--- config.mk ---
export PLATFORM = sky130hd
export DESIGN_NAME = mem_access_ctrl
export DESIGN_NICKNAME = d
export VERILOG_FILES = /design/src/rtl/mem_if_pkg.sv /design/src/rtl/wait_timer.sv /design/src/rtl/mem_access_ctrl.sv
export SDC_FILE = /design/constraint.sdc
export NUM_CORES = 1
export LEC_CHECK = 0
export ABC_CLOCK_PERIOD_IN_PS = 2100
export BUFFER_PORTS_ARGS = -buffer_cell sky130_fd_sc_hd__buf_2
export CAP_MARGIN = 20
export CORE_MARGIN = 2
export CORE_UTILIZATION = 47
export DETAILED_ROUTE_END_ITERATION = 8
export PLACE_DENSITY = 0.79
export SLEW_MARGIN = 40
export SYNTH_ARGS = -nofsm -noshare
export SYNTH_HDL_FRONTEND = slang
export SYNTH_HIERARCHICAL = 1
export SYNTH_SLANG_ARGS = --single-unit
--- constraint.sdc ---
create_clock -name CLK -period 2.1 [get_ports CLK]
set_input_delay 0.42 -clock CLK [delete_from_list [all_inputs] [get_ports CLK]]
set_output_delay 0.42 -clock CLK [all_outputs]
set_load 0.05 [all_outputs]
--- src/rtl/mem_if_pkg.sv ---
// ---------------------------------------------------------------------------
// mem_if_pkg : shared state encoding and error codes for the memory sequencer
// Revision   : 1.0
// ---------------------------------------------------------------------------
`default_nettype none

package mem_if_pkg;

  typedef enum logic [2:0] {
    ST_IDLE    = 3'd0,
    ST_RD      = 3'd1,
    ST_WR      = 3'd2,
    ST_RD_DONE = 3'd3,
    ST_WR_DONE = 3'd4,
    ST_ERR     = 3'd5
  } state_t;

  localparam logic [1:0] ERR_NONE     = 2'b00;
  localparam logic [1:0] ERR_TIMEOUT  = 2'b01;
  localparam logic [1:0] ERR_MISALIGN = 2'b10;
  localparam logic [1:0] ERR_CONFLICT = 2'b11;

  localparam int DEF_TIMEOUT_CYCLES = 15;

endpackage : mem_if_pkg

`default_nettype wire

--- src/rtl/wait_timer.sv ---
// ---------------------------------------------------------------------------
// wait_timer : saturating wait-state counter with clear, enable and expiry flag
// Revision   : 1.0
// ---------------------------------------------------------------------------
`default_nettype none

module wait_timer #(
  parameter int LIMIT = 15
) (
  input  logic clk_i,
  input  logic rst_i,
  input  logic clr_i,
  input  logic en_i,
  output logic expired_o
);

  localparam int            CW   = $clog2(LIMIT + 1);
  localparam logic [CW-1:0] LAST = CW'(LIMIT - 1);
  localparam logic [CW-1:0] SAT  = CW'(LIMIT);

  logic [CW-1:0] cnt_q;
  logic [CW-1:0] cnt_d;

  always_comb begin
    cnt_d = cnt_q;
    if (clr_i) begin
      cnt_d = '0;
    end else if (en_i && (cnt_q != SAT)) begin
      cnt_d = cnt_q + 1'b1;
    end
  end

  always_ff @(posedge clk_i or posedge rst_i) begin
    if (rst_i) begin
      cnt_q <= '0;
    end else begin
      cnt_q <= cnt_d;
    end
  end

  // Expires while the counter sits on the last allowed wait cycle.
  assign expired_o = (cnt_q >= LAST);

endmodule : wait_timer

`default_nettype wire

--- src/rtl/mem_access_ctrl.sv ---
// ---------------------------------------------------------------------------
// mem_access_ctrl : MAR/MDR-side single-word memory access sequencer
// Revision        : 1.0
// ---------------------------------------------------------------------------
`default_nettype none

module mem_access_ctrl
  import mem_if_pkg::*;
#(
  parameter int TIMEOUT_CYCLES = DEF_TIMEOUT_CYCLES,
  parameter int ALIGN_CHECK    = 1
) (
  input  logic        CLK,
  input  logic        CLR,
  input  logic [15:0] MAR_in,
  input  logic [15:0] MDR_in,
  input  logic        rd_req,
  input  logic        wr_req,
  input  logic        err_clr,
  output logic [15:0] mem_addr,
  output logic [15:0] mem_wdata,
  output logic        mem_re,
  output logic        mem_we,
  input  logic [15:0] mem_rdata,
  input  logic        mem_ready,
  output logic [15:0] M_bus_in,
  output logic        MMD,
  output logic        busy,
  output logic        done,
  output logic        bus_err,
  output logic        err_flag,
  output logic [1:0]  err_code
);

  state_t      state_q, state_d;
  logic [15:0] addr_q, addr_d;
  logic [15:0] wdata_q, wdata_d;
  logic [15:0] rdata_q, rdata_d;
  logic        err_flag_q, err_flag_d;
  logic [1:0]  err_code_q, err_code_d;
  logic        re_q, we_q, mmd_q, done_q, berr_q;

  logic w_misalign;
  logic w_in_access;
  logic w_expired;

  generate
    if (ALIGN_CHECK != 0) begin : g_align
      assign w_misalign = MAR_in[0];
    end else begin : g_no_align
      assign w_misalign = 1'b0;
    end
  endgenerate

  assign w_in_access = (state_q == ST_RD) || (state_q == ST_WR);

  wait_timer #(
    .LIMIT (TIMEOUT_CYCLES)
  ) u_wait_timer (
    .clk_i     (CLK),
    .rst_i     (CLR),
    .clr_i     (!w_in_access),
    .en_i      (w_in_access && !mem_ready),
    .expired_o (w_expired)
  );

  always_comb begin
    state_d    = state_q;
    addr_d     = addr_q;
    wdata_d    = wdata_q;
    rdata_d    = rdata_q;
    err_flag_d = err_flag_q;
    err_code_d = err_code_q;

    // Applied first so an error raised in the same cycle overrides the clear.
    if (err_clr) begin
      err_flag_d = 1'b0;
      err_code_d = ERR_NONE;
    end

    case (state_q)
      ST_IDLE: begin
        if (rd_req && wr_req) begin
          state_d    = ST_ERR;
          err_flag_d = 1'b1;
          err_code_d = ERR_CONFLICT;
        end else if ((rd_req || wr_req) && w_misalign) begin
          state_d    = ST_ERR;
          err_flag_d = 1'b1;
          err_code_d = ERR_MISALIGN;
        end else if (rd_req) begin
          addr_d  = MAR_in;
          state_d = ST_RD;
        end else if (wr_req) begin
          addr_d  = MAR_in;
          wdata_d = MDR_in;
          state_d = ST_WR;
        end
      end
      ST_RD: begin
        if (mem_ready) begin
          rdata_d = mem_rdata;
          state_d = ST_RD_DONE;
        end else if (w_expired) begin
          state_d    = ST_ERR;
          err_flag_d = 1'b1;
          err_code_d = ERR_TIMEOUT;
        end
      end
      ST_WR: begin
        if (mem_ready) begin
          state_d = ST_WR_DONE;
        end else if (w_expired) begin
          state_d    = ST_ERR;
          err_flag_d = 1'b1;
          err_code_d = ERR_TIMEOUT;
        end
      end
      ST_RD_DONE, ST_WR_DONE, ST_ERR: state_d = ST_IDLE;
      default:                        state_d = ST_IDLE;
    endcase
  end

  // Strobes are registered from the next state so they align with it.
  always_ff @(posedge CLK or posedge CLR) begin
    if (CLR) begin
      state_q    <= ST_IDLE;
      addr_q     <= '0;
      wdata_q    <= '0;
      rdata_q    <= '0;
      err_flag_q <= 1'b0;
      err_code_q <= ERR_NONE;
      re_q       <= 1'b0;
      we_q       <= 1'b0;
      mmd_q      <= 1'b0;
      done_q     <= 1'b0;
      berr_q     <= 1'b0;
    end else begin
      state_q    <= state_d;
      addr_q     <= addr_d;
      wdata_q    <= wdata_d;
      rdata_q    <= rdata_d;
      err_flag_q <= err_flag_d;
      err_code_q <= err_code_d;
      re_q       <= (state_d == ST_RD);
      we_q       <= (state_d == ST_WR);
      mmd_q      <= (state_d == ST_RD_DONE);
      done_q     <= (state_d == ST_RD_DONE) || (state_d == ST_WR_DONE);
      berr_q     <= (state_d == ST_ERR);
    end
  end

  assign mem_addr  = addr_q;
  assign mem_wdata = wdata_q;
  assign mem_re    = re_q;
  assign mem_we    = we_q;
  assign M_bus_in  = rdata_q;
  assign MMD       = mmd_q;
  assign done      = done_q;
  assign bus_err   = berr_q;
  assign err_flag  = err_flag_q;
  assign err_code  = err_code_q;
  assign busy      = (state_q != ST_IDLE);

endmodule : mem_access_ctrl

`default_nettype wire

==> impl_metrics.ini <==
[logic_synthesis]
synth-simple-area-share_pct = 9.422
synthDistinctLibCells = 42
synth_top_family_by_area = multiplexers
synth-seq-cells = 63
synth-compound-area-share_pct = 4.662
syn-num-nets = 229
avgSynthCellArea_um2 = 14.89
yosys.area_share.adder_pct = 0.9713
ys_seq_area_share_pct = 61.19
netlist_area_um2 = 2576
synth_warnings = 6
syn_inst = 173
synthMuxAreaShare_pct = 21.71
synthXorXnorAreaFrac_pct = 0.3400

[cells_and_area]
fin_cells = 369
area_delta_synth_final_pct = 33.12
diodes = 0
final_common_cell = buf_2
fillCellCount = 417
multi_input_area_um2 = 955.9
seqCellArea_um2 = 1577
layout-drive-gt1-share_pct = 63.55
layout_common_cells = 110 x buf_2, 63 x dfrtp_1, 47 x mux2_2
fin_nets = 350

[routing]
routed_wl_um = 4926
antenna_left = 0
firstDrtPassIters = 4
via_per_inst = 4.808
dr.first_iter.drc_count = 45
vias = 1774
wl_per_cell_um = 13.35
drt_drc_violations_left = 0

[timing]
rsz0062_at_grt = no
relSlewSlack_pct = 64.41
hold_ws_ns = 0.3181
skew_ns = 0.007422
fin_tns_setup_ns = 0
max_freq_ghz = 0.5138
period_share_pct = 92.68
worst_slew_pin_slew_ns = 0.5331
setup_violations = 0
finalMaxSlewViolations = 0
hold_viol = 0
fin_crit_ns = 1.946

[clock_network]
clock_latency_ns = 0.33
cts-htree-levels = 3
post_cts_resized = 0
cts_tree = built
cts.sinks = 63
cts-root-buf = clkbuf_8
max-clock-path-buffers = 2
hold_buffers = 1
numCtsBuffers = 9
path_clk_slew_ns = 0.07
post_cts_buffers = 0

[grt]
grt_first_pass_wirelength_um = 8176
track_usage_pct = 17.53
grt_overflow = 0
antenna_found_initial = 0
grt_max_degree = 36
grt_pass1_vias = 1782

[run]
max-cap-violations = 0

[critical_path]
startpoint_type = flip-flop
crit_arrival_ns = 1.53
crit_path_end_kind = output pin
crit_type = reg2out
crit_slowest_cell = dfrtp_1
crit_path_max_incr_delay_ns = 0.48
cp_max_fo = 7
required_ns = 1.68
crit_chain = or3_1 -> buf_2

[die]
die_area_um2 = 6089
initial_core_util_pct = 49.50
ios = 111
core_um2 = 5205
die_x_um = 78.04
die_h_um = 78.04
rows = 26

[placement]
gp_congestion = 0.7821
placedCellCount = 352
dp_hpwl_um = 3699
io_buffers = 110

[worst_hold_path]
hp-class = in2reg

[status]
status = complete, no violations
registers in the layout, summed over array words and instances (netlist names):
name,flops
mem_wdata,16
mem_re,1
mem_addr,16
err_flag,1
err_code,2
MMD,1
u_wait_timer/cnt_q,4
mem_we,1
state_q,3
M_bus_in,16
done,1
bus_err,1
routing by layer:
layer  vias to the layer above  global-route usage (%)  wire length [um]
met5                         -                       0                 0
met2                        72                   27.33              2307
met1                       834                   22.12              2113
li1                        858                       -                 -
met4                         0                   7.895                95
met3                        10                   6.207               410
worst max-delay path, delay by kind of cell, from the launching register on:
kind,cells,cell delay (ns)
buf+inv,1,0.25
simple gates,1,0.48
flops,1,0.48
kinds of logic (layout without fill, tap and decap cells):
family / after synthesis / in the layout
buffers and inverters: 8 / 134
muxes: 49 / 49
AOI/OAI and AO/OA: 18 / 18
DFF: 63 / 63
xor gates and xnor gates: 1 / 1
and+or+nand+nor: 32 / 32
adders and majority gates: 2 / 2
synth_stat cells (all sizes together):
master  count  area [um^2]
nor4        1        21.27
and3        1        11.26
nand2       3        13.77
o21a        1        7.510
nand4       1        6.260
and4b       1        10.01
nand3       1        5.000
or2         2        12.52
mux2       49        559.3
or3         1        6.260
dfrtp      63         1577
xor2        1        8.760
buf         4        28.78
a21o        1        8.760
nor2        5        18.77
o211ai      1        7.510
inv         4        15.01
ha          2        25.02
nor3        2        21.27
and2b       3        23.77
nor3b       1        7.510
nand3b      1        20.02
and2        2        13.77
a21oi       4        20.02
a21bo       1        10.01
o21ai       4        20.02
nor2b       5        38.78
a22oi       2        15.01
o21bai      2        15.01
o211a       1        10.01
o22ai       1        6.260
nand2b      2        12.51
worst paths after layout:
kind	startpoint	endpoint	slack (ns)	cells past startpoint
min reg2reg	mem_addr[0]	mem_addr[0]	0.48	1
max	state_q[2]	busy	0.15	2
min	MAR_in[4]	mem_addr[4]	0.32	2
max reg2reg	u_wait_timer/cnt_q[0]	mem_re	0.30	8
max in group asynchronous	CLR	M_bus_in[13]	0.86	4
min in group asynchronous	CLR	u_wait_timer/cnt_q[2]	0.53	3
per-stage QoR:
| stage | util (%) | setup WS [ns] | instance area [um^2] |
|---|---|---|---|
| after global routing | 65.89 | 0.07064 | 3430 |
| after floorplan | - | 0.2237 | 2576 |
| after CTS | 65.89 | 0.1235 | 3430 |
| final | 65.89 | 0.1537 | 3430 |
| after global placement | 61.88 | 0.3457 | 3221 |
| after detailed placement | 61.88 | 0.2994 | 3221 |
layout make-up:
type / count / share of cell area [%]
Inverter: 4 / 0.4378
Sequential cell: 63 / 45.97
Clock inverter: 5 / 1.678
Timing Repair Buffer: 114 / 17.37
Multi-Input combinational cell: 102 / 27.87
Clock buffer: 11 / 4.123
Tap cell: 70 / 2.554
Power is not shown: default switching activity piles up to over one toggle a cycle in this logic, so the estimate is an artifact.
